**config.mk**
```make
export PLATFORM = sky130hd
export DESIGN_NAME = regfile_dump_scheduler
export DESIGN_NICKNAME = d
export VERILOG_FILES = /design/src/rtl/regfile_dump_scheduler_pkg.sv /design/src/rtl/regfile_find_next.sv /design/src/rtl/regfile_dump_scheduler.sv
export SDC_FILE = /design/constraint.sdc
export NUM_CORES = 1
export LEC_CHECK = 0
export ABC_CLOCK_PERIOD_IN_PS = 5550
export BUFFER_PORTS_ARGS = -buffer_cell sky130_fd_sc_hd__clkbuf_2
export CAP_MARGIN = 30
export CORE_MARGIN = 2
export CORE_UTILIZATION = 55
export CTS_CLUSTER_SIZE = 40
export DETAILED_ROUTE_END_ITERATION = 6
export GPL_ROUTABILITY_DRIVEN = 1
export PLACE_DENSITY = 0.8
export SLEW_MARGIN = 30
export SYNTH_ARGS = -nofsm -noshare
export SYNTH_HDL_FRONTEND = slang
export SYNTH_HIERARCHICAL = 1
export SYNTH_SLANG_ARGS = --single-unit
```
**constraint.sdc**
```tcl
create_clock -name clk12 -period 5.55 [get_ports clk12]
set_input_delay 1.11 -clock clk12 [delete_from_list [all_inputs] [get_ports clk12]]
set_output_delay 1.11 -clock clk12 [all_outputs]
set_load 0.05 [all_outputs]
```
**src/rtl/regfile_dump_scheduler_pkg.sv**
```systemverilog
`default_nettype none
// ============================================================================
//  Module      : regfile_dump_scheduler_pkg
//  Description : Shared constants and state encoding for the register-file
//                dump scheduler and its helper search block.
//  Revision    : 1.0 - initial release
// ============================================================================
package regfile_dump_scheduler_pkg;

    localparam int         c_NUM_REGS    = 32;
    localparam int         c_REG_AW      = 5;
    localparam logic [7:0] c_SOF_DEFAULT = 8'hA5;
    localparam logic [7:0] c_EOF_DEFAULT = 8'h5A;

    // Every byte-sending phase has its own state so the byte mux and the
    // successor choice can both key off the state alone.
    typedef enum logic [2:0] {
        ST_IDLE = 3'd0,
        ST_SOF  = 3'd1,
        ST_CNT  = 3'd2,
        ST_READ = 3'd3,
        ST_CAPT = 3'd4,
        ST_ADDR = 3'd5,
        ST_DATA = 3'd6,
        ST_EOF  = 3'd7
    } state_t;

endpackage
`default_nettype wire

```
**src/rtl/regfile_find_next.sv**
```systemverilog
`default_nettype none
// ============================================================================
//  Module      : regfile_find_next
//  Description : Combinational lowest-set-bit search plus population count
//                over a register mask.
//  Ports       : i_vec        - mask to search
//                o_next_idx   - index of the lowest set bit (0 if none)
//                o_next_valid - at least one bit set
//                o_count      - number of set bits
//  Revision    : 1.0 - initial release
// ============================================================================
module regfile_find_next
    import regfile_dump_scheduler_pkg::*;
(
    input  logic [c_NUM_REGS-1:0] i_vec,
    output logic [c_REG_AW-1:0]   o_next_idx,
    output logic                  o_next_valid,
    output logic [7:0]            o_count
);

    // Scanning from the top down lets the last hit (the lowest index) win.
    always_comb begin
        o_next_idx   = '0;
        o_next_valid = 1'b0;
        o_count      = '0;
        for (int i = c_NUM_REGS - 1; i >= 0; i--) begin
            if (i_vec[i]) begin
                o_next_idx   = c_REG_AW'(i);
                o_next_valid = 1'b1;
            end
            o_count = o_count + 8'(i_vec[i]);
        end
    end

endmodule
`default_nettype wire

```
**src/rtl/regfile_dump_scheduler.sv**
```systemverilog
`default_nettype none
// ============================================================================
//  Module      : regfile_dump_scheduler
//  Description : Tracks registers written by the processor and, on request,
//                streams the dirty ones to the host as a framed UART packet:
//                SOF, N, {addr, d0..d3} per dirty register, EOF.
//  Ports       : clk12      - system clock
//                rst        - asynchronous active-high reset
//                wr_en/wr_addr - snooped processor regfile write port
//                dump_req   - 1-cycle dump request pulse
//                busy/done  - packet in progress / end-of-packet pulse
//                rf_rd_addr/rf_rd_data - regfile second read port (1-cycle)
//                tx_data/tx_start/tx_ready - uart_tx byte handshake
//  Revision    : 1.0 - initial release
// ============================================================================
module regfile_dump_scheduler
    import regfile_dump_scheduler_pkg::*;
#(
    parameter logic [7:0] SOF_BYTE  = c_SOF_DEFAULT,
    parameter logic [7:0] EOF_BYTE  = c_EOF_DEFAULT,
    parameter bit         FULL_DUMP = 1'b0
) (
    input  logic                clk12,
    input  logic                rst,
    input  logic                wr_en,
    input  logic [c_REG_AW-1:0] wr_addr,
    input  logic                dump_req,
    output logic                busy,
    output logic                done,
    output logic [c_REG_AW-1:0] rf_rd_addr,
    input  logic [31:0]         rf_rd_data,
    output logic [7:0]          tx_data,
    output logic                tx_start,
    input  logic                tx_ready
);

    state_t                r_state;
    state_t                w_state_nxt;
    logic [c_NUM_REGS-1:0] r_live;
    logic [c_NUM_REGS-1:0] w_live_nxt;
    logic [c_NUM_REGS-1:0] r_snap;
    logic [c_NUM_REGS-1:0] r_sent;
    logic                  r_pending;
    logic [7:0]            r_count;
    logic [c_REG_AW-1:0]   r_idx;
    logic [c_REG_AW-1:0]   r_rd_addr;
    logic [31:0]           r_word;
    logic [1:0]            r_bsel;
    logic                  r_seen_low;
    logic                  r_busy;
    logic                  r_done;

    logic                  w_in_send;
    logic                  w_byte_done;
    logic                  w_start;
    logic                  w_load_rd;
    logic                  w_capt;
    logic                  w_bsel_inc;
    logic                  w_eof_done;
    logic [c_NUM_REGS-1:0] w_start_mask;
    logic [c_NUM_REGS-1:0] w_search;
    logic [c_REG_AW-1:0]   w_next_idx;
    logic                  w_next_valid;
    logic [7:0]            w_count;

    assign w_start_mask = FULL_DUMP ? {c_NUM_REGS{1'b1}} : r_live;

    // In IDLE the search block counts the mask about to be snapped; during
    // a packet it finds the next register still to be sent.
    assign w_search = (r_state == ST_IDLE) ? w_start_mask : (r_snap & ~r_sent);

    regfile_find_next u_find_next (
        .i_vec        (w_search),
        .o_next_idx   (w_next_idx),
        .o_next_valid (w_next_valid),
        .o_count      (w_count)
    );

    assign w_in_send = (r_state == ST_SOF)  || (r_state == ST_CNT) ||
                       (r_state == ST_ADDR) || (r_state == ST_DATA) ||
                       (r_state == ST_EOF);

    // A byte is finished once uart_tx has gone busy and come back ready.
    assign w_byte_done = w_in_send && r_seen_low && tx_ready;
    assign w_eof_done  = (r_state == ST_EOF) && w_byte_done;

    always_comb begin
        w_state_nxt = r_state;
        w_start     = 1'b0;
        w_load_rd   = 1'b0;
        w_capt      = 1'b0;
        w_bsel_inc  = 1'b0;
        case (r_state)
            ST_IDLE: begin
                if (dump_req || r_pending) begin
                    w_state_nxt = ST_SOF;
                    w_start     = 1'b1;
                end
            end
            ST_SOF: if (w_byte_done) w_state_nxt = ST_CNT;
            ST_CNT: begin
                if (w_byte_done) begin
                    if (w_next_valid) begin
                        w_state_nxt = ST_READ;
                        w_load_rd   = 1'b1;
                    end else begin
                        w_state_nxt = ST_EOF;
                    end
                end
            end
            ST_READ: w_state_nxt = ST_CAPT;
            ST_CAPT: begin
                w_state_nxt = ST_ADDR;
                w_capt      = 1'b1;
            end
            ST_ADDR: if (w_byte_done) w_state_nxt = ST_DATA;
            ST_DATA: begin
                if (w_byte_done) begin
                    if (r_bsel != 2'd3) begin
                        w_bsel_inc = 1'b1;
                    end else if (w_next_valid) begin
                        w_state_nxt = ST_READ;
                        w_load_rd   = 1'b1;
                    end else begin
                        w_state_nxt = ST_EOF;
                    end
                end
            end
            ST_EOF: if (w_byte_done) w_state_nxt = ST_IDLE;
            default: w_state_nxt = ST_IDLE;
        endcase
    end

    // Clear is applied before set so a write landing in the capture cycle
    // keeps the register dirty for the following dump.
    always_comb begin
        w_live_nxt = r_live;
        if (w_capt) begin
            w_live_nxt[r_idx] = 1'b0;
        end
        if (wr_en && (wr_addr != '0)) begin
            w_live_nxt[wr_addr] = 1'b1;
        end
    end

    always_ff @(posedge clk12 or posedge rst) begin
        if (rst) begin
            r_state    <= ST_IDLE;
            r_live     <= '0;
            r_snap     <= '0;
            r_sent     <= '0;
            r_pending  <= 1'b0;
            r_count    <= '0;
            r_idx      <= '0;
            r_rd_addr  <= '0;
            r_word     <= '0;
            r_bsel     <= '0;
            r_seen_low <= 1'b0;
            r_busy     <= 1'b0;
            r_done     <= 1'b0;
        end else begin
            r_state <= w_state_nxt;
            r_live  <= w_live_nxt;
            r_done  <= w_eof_done;

            if (w_start) begin
                r_snap    <= w_start_mask;
                r_sent    <= '0;
                r_count   <= w_count;
                r_pending <= 1'b0;
                r_busy    <= 1'b1;
            end else begin
                if (dump_req) begin
                    r_pending <= 1'b1;
                end
                if (w_eof_done) begin
                    r_busy <= 1'b0;
                end
            end

            if (w_load_rd) begin
                r_rd_addr <= w_next_idx;
                r_idx     <= w_next_idx;
            end

            if (w_capt) begin
                r_word        <= rf_rd_data;
                r_sent[r_idx] <= 1'b1;
                r_bsel        <= '0;
            end else if (w_bsel_inc) begin
                r_bsel <= r_bsel + 2'd1;
            end

            if (w_byte_done) begin
                r_seen_low <= 1'b0;
            end else if (w_in_send && !tx_ready) begin
                r_seen_low <= 1'b1;
            end
        end
    end

    always_comb begin
        tx_data = 8'h00;
        case (r_state)
            ST_SOF:  tx_data = SOF_BYTE;
            ST_CNT:  tx_data = r_count;
            ST_ADDR: tx_data = {3'b000, r_idx};
            ST_DATA: tx_data = r_word[{r_bsel, 3'b000} +: 8];
            ST_EOF:  tx_data = EOF_BYTE;
            default: tx_data = 8'h00;
        endcase
    end

    assign tx_start   = w_in_send && !r_seen_low;
    assign busy       = r_busy;
    assign done       = r_done;
    assign rf_rd_addr = r_rd_addr;

endmodule
`default_nettype wire
```
# Word level (Yosys, flattened, before mapping)
# Index checks and enable logic that the tools add are counted.
[classes]
addsub = 32
order_cmp = 4
eq_ne = 15
shifts = 1
n_mux = 102
bitwise_logic = 6
reduce_logical = 22
[ops]
columns = ["op", "n"]
rows = [
  ["adder 8 x 1 -> 8 bit", 30],
  ["two-way mux 32 bit", 5],
  ["two-way mux 5 bit", 32],
  ["bitwise AND 32 bit", 2],
  ["NOT 32 bit", 2],
  ["bitwise OR 32 bit", 2],
  ["two-way mux 1 bit", 50],
  ["one-hot mux 8 bit (5 select lines)", 1],
  ["indexed part select 32 x 6 -> 8 bit", 1],
  ["two-way mux 3 bit", 8],
  ["one-hot mux 3 bit (8 select lines)", 1],
  ["!= test 2 bit, second input constant", 7],
  ["== test 3 bit, second input constant", 4],
  ["less-than comparator 5 x 6 -> 1 bit, second input constant", 2],
  ["demux 1 bit (select 5 bit)", 2],
  ["greater-or-equal comparator 5 x 1 -> 1 bit, second input constant", 2],
  ["logical AND 1 bit", 8],
  ["nonzero test 2 bit", 4],
  ["AND reduction 7 bit", 1],
  ["== test 3 x 2 -> 1 bit, second input constant", 2],
  ["logical OR 1 bit", 5],
  ["nonzero test 5 bit", 1],
  ["two-way mux 2 bit", 2],
  ["== test 3 x 1 -> 1 bit, second input constant", 1],
  ["6 further kinds", 7],
]
[word_totals]
ff_bits = 150
inputBits = 42
out_inout_bits = 16

# Depth between registers and ports, before layout
[logic_depth]
depth_word = 39
mapped_depth = 24
depth_no_buf = 21

# Modules after synthesis
# The synthesis kept the hierarchy.
[by_module_without_submodules]
columns = ["mod", "instances", "cells_per_inst", "area_each_um2"]
rows = [
  ["regfile_dump_scheduler", 1, 596, 7131.8],
  ["regfile_find_next", 1, 143, 1151.1],
]

# Least setup slack after synthesis
# OpenSTA, ideal clock, no wires.
[synth_timing]
kind = "reg-to-reg"
from = "reg r_state[2]"
to = "reg r_count[4]"
t_arrival_ns = 5.666
slack_ns = -0.241
path_stages_with_launch = 25
synth_period_minus_slack_ns = 5.791
path_cell_list = "dfrtp_1 buf_2 nor3_4 buf_4 clkbuf_1 nand2_1 o21ai_0 inv_1 fa_1 fa_1 inv_1 fa_1 inv_1 fa_1 fa_1 fa_1 inv_1 ha_1 inv_1 fa_1 inv_1 a21o_1 a21oi_1 xnor2_1 mux2_4"
[synth_between]
word_cells_on_any_way = 34
cone_classes = "31 x add/sub; 2 x mux; 1 x reduce/logical"
[synth_rtl]
columns = ["element", "line", "text"]
rows = [
  ["start, declared", "regfile_dump_scheduler.sv:37", "state_t r_state;"],
  ["start signal, assigned", "regfile_dump_scheduler.sv:162", "r_state <= w_state_nxt;"],
  ["logical NOT 3 bit", "regfile_dump_scheduler.sv:70", "assign w_search = (r_state == ST_IDLE) ? w_start_mask : (r_snap & ~r_sent);"],
  ["two-way mux 32 bit", "regfile_dump_scheduler.sv:70", ""],
  ["named net w_search[23]", "regfile_dump_scheduler.sv:61", "logic [c_NUM_REGS-1:0] w_search;"],
  ["adder 8 x 1 -> 8 bit (24 in series)", "regfile_find_next.sv:31", "o_count = o_count + 8'(i_vec[i]);"],
  ["named net w_count[4]", "regfile_dump_scheduler.sv:64", "logic [7:0] w_count;"],
  ["end signal, assigned", "regfile_dump_scheduler.sv:169", "r_count <= w_count;"],
  ["end, declared", "regfile_dump_scheduler.sv:44", "logic [7:0] r_count;"],
]
# The timed path passes the listed nets, and every way through them passes these cells.
# A chain may end at the register's enable or synchronous reset.

# Worst setup path in the final report
[layout_timing]
from = "reg r_state[0]"
to = "reg r_count[4]"
[layout_between]
word_cells_on_any_way = 34
cone_classes = "31 x add/sub; 2 x mux; 1 x reduce/logical"
[layout_rtl]
columns = ["element", "line"]
rows = [
  ["logical NOT 3 bit", "regfile_dump_scheduler.sv:70"],
  ["two-way mux 32 bit", "regfile_dump_scheduler.sv:70"],
  ["named net w_search[27]", "regfile_dump_scheduler.sv:61"],
  ["adder 8 x 1 -> 8 bit (28 in series)", "regfile_find_next.sv:31"],
  ["named net w_count[4]", "regfile_dump_scheduler.sv:64"],
]
# The timed path passes the listed nets, and every way through them passes these cells.

==> results.json <==
{
  "status": "complete, but fails checks",
  "violations": "setup timing",
  "yosysUniqueCellTypes": 66,
  "synth-seq-cells": 150,
  "ant_nets": 0,
  "cts-root-buf": "clkbuf_16",
  "layout_setup_ws_ns": -0.0130,
  "drive_gt1_share_pct": 32.3,
  "initial_core_util_pct": 56.6,
  "cp-start-kind": "register",
  "first_iter_violations": 622,
  "synth-main-ff-cell": "dfrtp_1",
  "tightest_slew_ns": 0.930,
  "min-delay-start": "r_sent[6]$_DFF_PP0_",
  "wl_um": 21700,
  "viasPerCell": 6.32,
  "dieArea_um2": 16100,
  "grt_max_degree": 64,
  "endpoint_kind": "register",
  "slew_viol_final": 0,
  "synth_most_common_cell": "dfrtp_1",
  "area_growth_pct": 16.8,
  "cpLargestDelayFamily": "adder cells",
  "reg2reg_slack_ns": -0.01,
  "critPathSlowestCell": "fa_1",
  "crit_path_frequent_cell": "inv_2",
  "clk_latency_ns": 0.43,
  "overflow": 0,
  "grt_pass1_vias": 6519,
  "synthArstFlopShare_pct": 100,
  "h-tree-depth": 4,
  "fp.dieW_um": 127,
  "max_clock_freq_mhz": 180,
  "dp_hpwl_um": 15000,
  "cp_num_buf_inv": 8,
  "row_count": 44,
  "fin_crit_sh_pct": 100,
  "setup_viol": 1,
  "synth_common_cells": "dfrtp_1 (150), nand2_1 (56), o21ai_0 (51)",
  "grt_antenna_before_repair": 0,
  "crit-reg2reg-launch": "r_state[0]$_DFFE_PP0P_",
  "portBuffers": 57,
  "seq_area_frac_synth_pct": 45.3,
  "fill_cells": 1044,
  "die_h_um": 127,
  "routabilityCongestion": 0.901,
  "first_pass_iters": 7,
  "vias": 6386,
  "layout.nets": 888,
  "hold-path-cell-count": 1,
  "worst_ep_required_time_ns": 5.87,
  "hold_path_class": "register to register",
  "drc_errors": 0,
  "totalNegativeSetupSlack_ns": -0.0130,
  "synth_edf_count": 0,
  "antenna_cells": 0,
  "syn_area_um2": 8280,
  "yosysWarnings": 6,
  "max-cap-violations": 0,
  "timing.rr.end": "r_count[4]$_DFFE_PP0P_",
  "syn_inst": 739,
  "grt_pass1_wl_um": 34800,
  "hold_viol": 0,
  "holdWs_ns": 0.469,
  "drt-wirelength-per-cell_um": 21.4,
  "grt_use_total_pct": 28.2,
  "max_stage_delay_ns": 0.55,
  "crit_type": "register to register",
  "yosysTopAreaCell": "dfrtp_1",
  "cp_cell_sequence": "nor3_4 > buf_12 > buf_8 > nand2_2 > o21ai_4 > inv_2 > fa_1 > fa_1 > inv_2 > fa_2 > inv_2 > fa_2 > fa_1 > fa_2 > inv_2 > ha_4 > inv_2 > fa_2 > inv_2 > a21o_1 > a21oi_2 > xnor2_1 > mux2_4",
  "cts.sinks": 150,
  "clock_skew_ns": 0.00982,
  "syn_avg_cell_area_um2": 11.2,
  "numCtsBuffers": 17,
  "tritoncts": "built",
  "min_to": "r_sent[6]$_DFF_PP0_",
  "synth_top_area_share_pct": 45.3,
  "min_period_ns": 5.56,
  "ctsLongestPathBuffers": 2,
  "ys_top_cells_by_area": "dfrtp_1 (45%), mux2_4 (6.5%), mux2_2 (5.8%)",
  "core_um2": 14600,
  "r2r_cells": 23,
  "slew_headroom_pct": 37.3,
  "clk_pin_slew_ns": 0.06,
  "io_pins": 58,
  "path_max_fanout": 8,
  "rsz0062_at_grt": "true",
  "crit_arrival_ns": 5.88
}
-- area by class of cell --
| type | instances | area [um2] | area share (%) |
|---|---|---|---|
| Multi-Input combinational cell | 498 | 4210 | 43.5 |
| Sequential cell | 150 | 3750 | 38.8 |
| Timing Repair Buffer | 99 | 693 | 7.17 |
| Clock buffer | 20 | 457 | 4.72 |
| Tap cell | 184 | 230 | 2.38 |
| Inverter | 48 | 185 | 1.91 |
| Clock inverter | 12 | 144 | 1.49 |
-- flip-flops by register name, summed over array words and instances (netlist names) --
name / count
r_sent: 32
r_count: 8
r_bsel: 2
r_state: 3
r_seen_low: 1
rf_rd_addr: 5
r_snap: 32
r_live: 32
r_word: 32
busy: 1
r_pending: 1
done: 1
-- what timing repair did --
item,CTS,global route
setup endpoints to repair,5,5
pin swaps,8,17
buffers inserted,3,4
hold buffers,0,0
resized for setup,20,34
-- metal layers --
| metal | up-vias | global-route usage, % | share of wire (%) | wire [um] |
|---|---|---|---|---|
| met5 | - | 0 | 0 | 0 |
| met4 | 0 | 12.2 | 4.0 | 866 |
| met3 | 70 | 8.01 | 8.0 | 1740 |
| met2 | 319 | 44.9 | 48 | 10400 |
| met1 | 3210 | 36.5 | 40 | 8640 |
| li1 | 2787 | - | - | - |
-- cell families (layout without fill, tap and decap cells) --
group / count (synthesis) / count (layout) / share of synthesized area (%)
simple gates: 213 / 213 / 14.4
compound gates: 162 / 162 / 13.7
flops: 150 / 150 / 45.3
buf+inv: 92 / 179 / 4.94
mux: 86 / 86 / 14.3
fa+ha+maj: 32 / 32 / 7.01
xor+xnor: 3 / 3 / 0.317
other cells: 1 / 2 / 0.0453
-- how the worst max path moves through the flow --
stage                            from                     end  slack [ns]  depth (start not counted)
6_report       r_state[0]$_DFFE_PP0P_  r_count[4]$_DFFE_PP0P_       -0.01                         23
3_5_place_dp   r_state[0]$_DFFE_PP0P_  r_count[4]$_DFFE_PP0P_       -0.19                         20
3_3_place_gp   r_state[0]$_DFFE_PP0P_  r_count[4]$_DFFE_PP0P_       -0.02                         20
4_1_cts        r_state[2]$_DFFE_PP0P_  r_count[4]$_DFFE_PP0P_       0.008                         23
5_1_grt        r_state[0]$_DFFE_PP0P_  r_count[4]$_DFFE_PP0P_       -0.18                         23
2_1_floorplan  r_state[2]$_DFFE_PP0P_  r_count[4]$_DFFE_PP0P_        0.03                         24
-- placed cells by master (no fill, tap or decap), types with 5 or more instances in the layout --
cell type	Yosys	final
ha_1	8	7
buf_4	4	33
o31ai_1	16	16
nor3b_1	7	7
nor4_1	9	9
mux2_4	36	36
dfrtp_1	150	150
nor2b_1	6	6
inv_2	1	15
fa_2	0	6
clkbuf_2	0	57
a21oi_1	20	18
a21o_1	7	7
nand3b_1	5	5
mux4_2	7	7
o21ai_2	0	9
o21ai_1	0	6
fa_1	24	18
mux2_2	43	43
o2bb2ai_1	29	29
nor3_1	12	12
nand2_1	56	54
nor2_1	18	18
o21ai_0	51	35
a22o_1	15	15
clkbuf_16	0	17
inv_1	47	32
nand2b_1	39	39
nand3_1	30	30
-- metrics by stage --
step           std cells  worst slack [ns]  cell area (um2)  util (%)
2_1_floorplan        740            0.0291             8310         -
3_3_place_gp         971           -0.0212             8860      60.5
3_5_place_dp         972            -0.186             8880      60.7
4_1_cts             1007           0.00771             9560      65.3
5_1_grt             1011            -0.175             9670      66.0
6_report            1011           -0.0130             9670      66.0
Power is not shown: default switching activity piles up to over one toggle a cycle in this logic, so the estimate is an artifact.
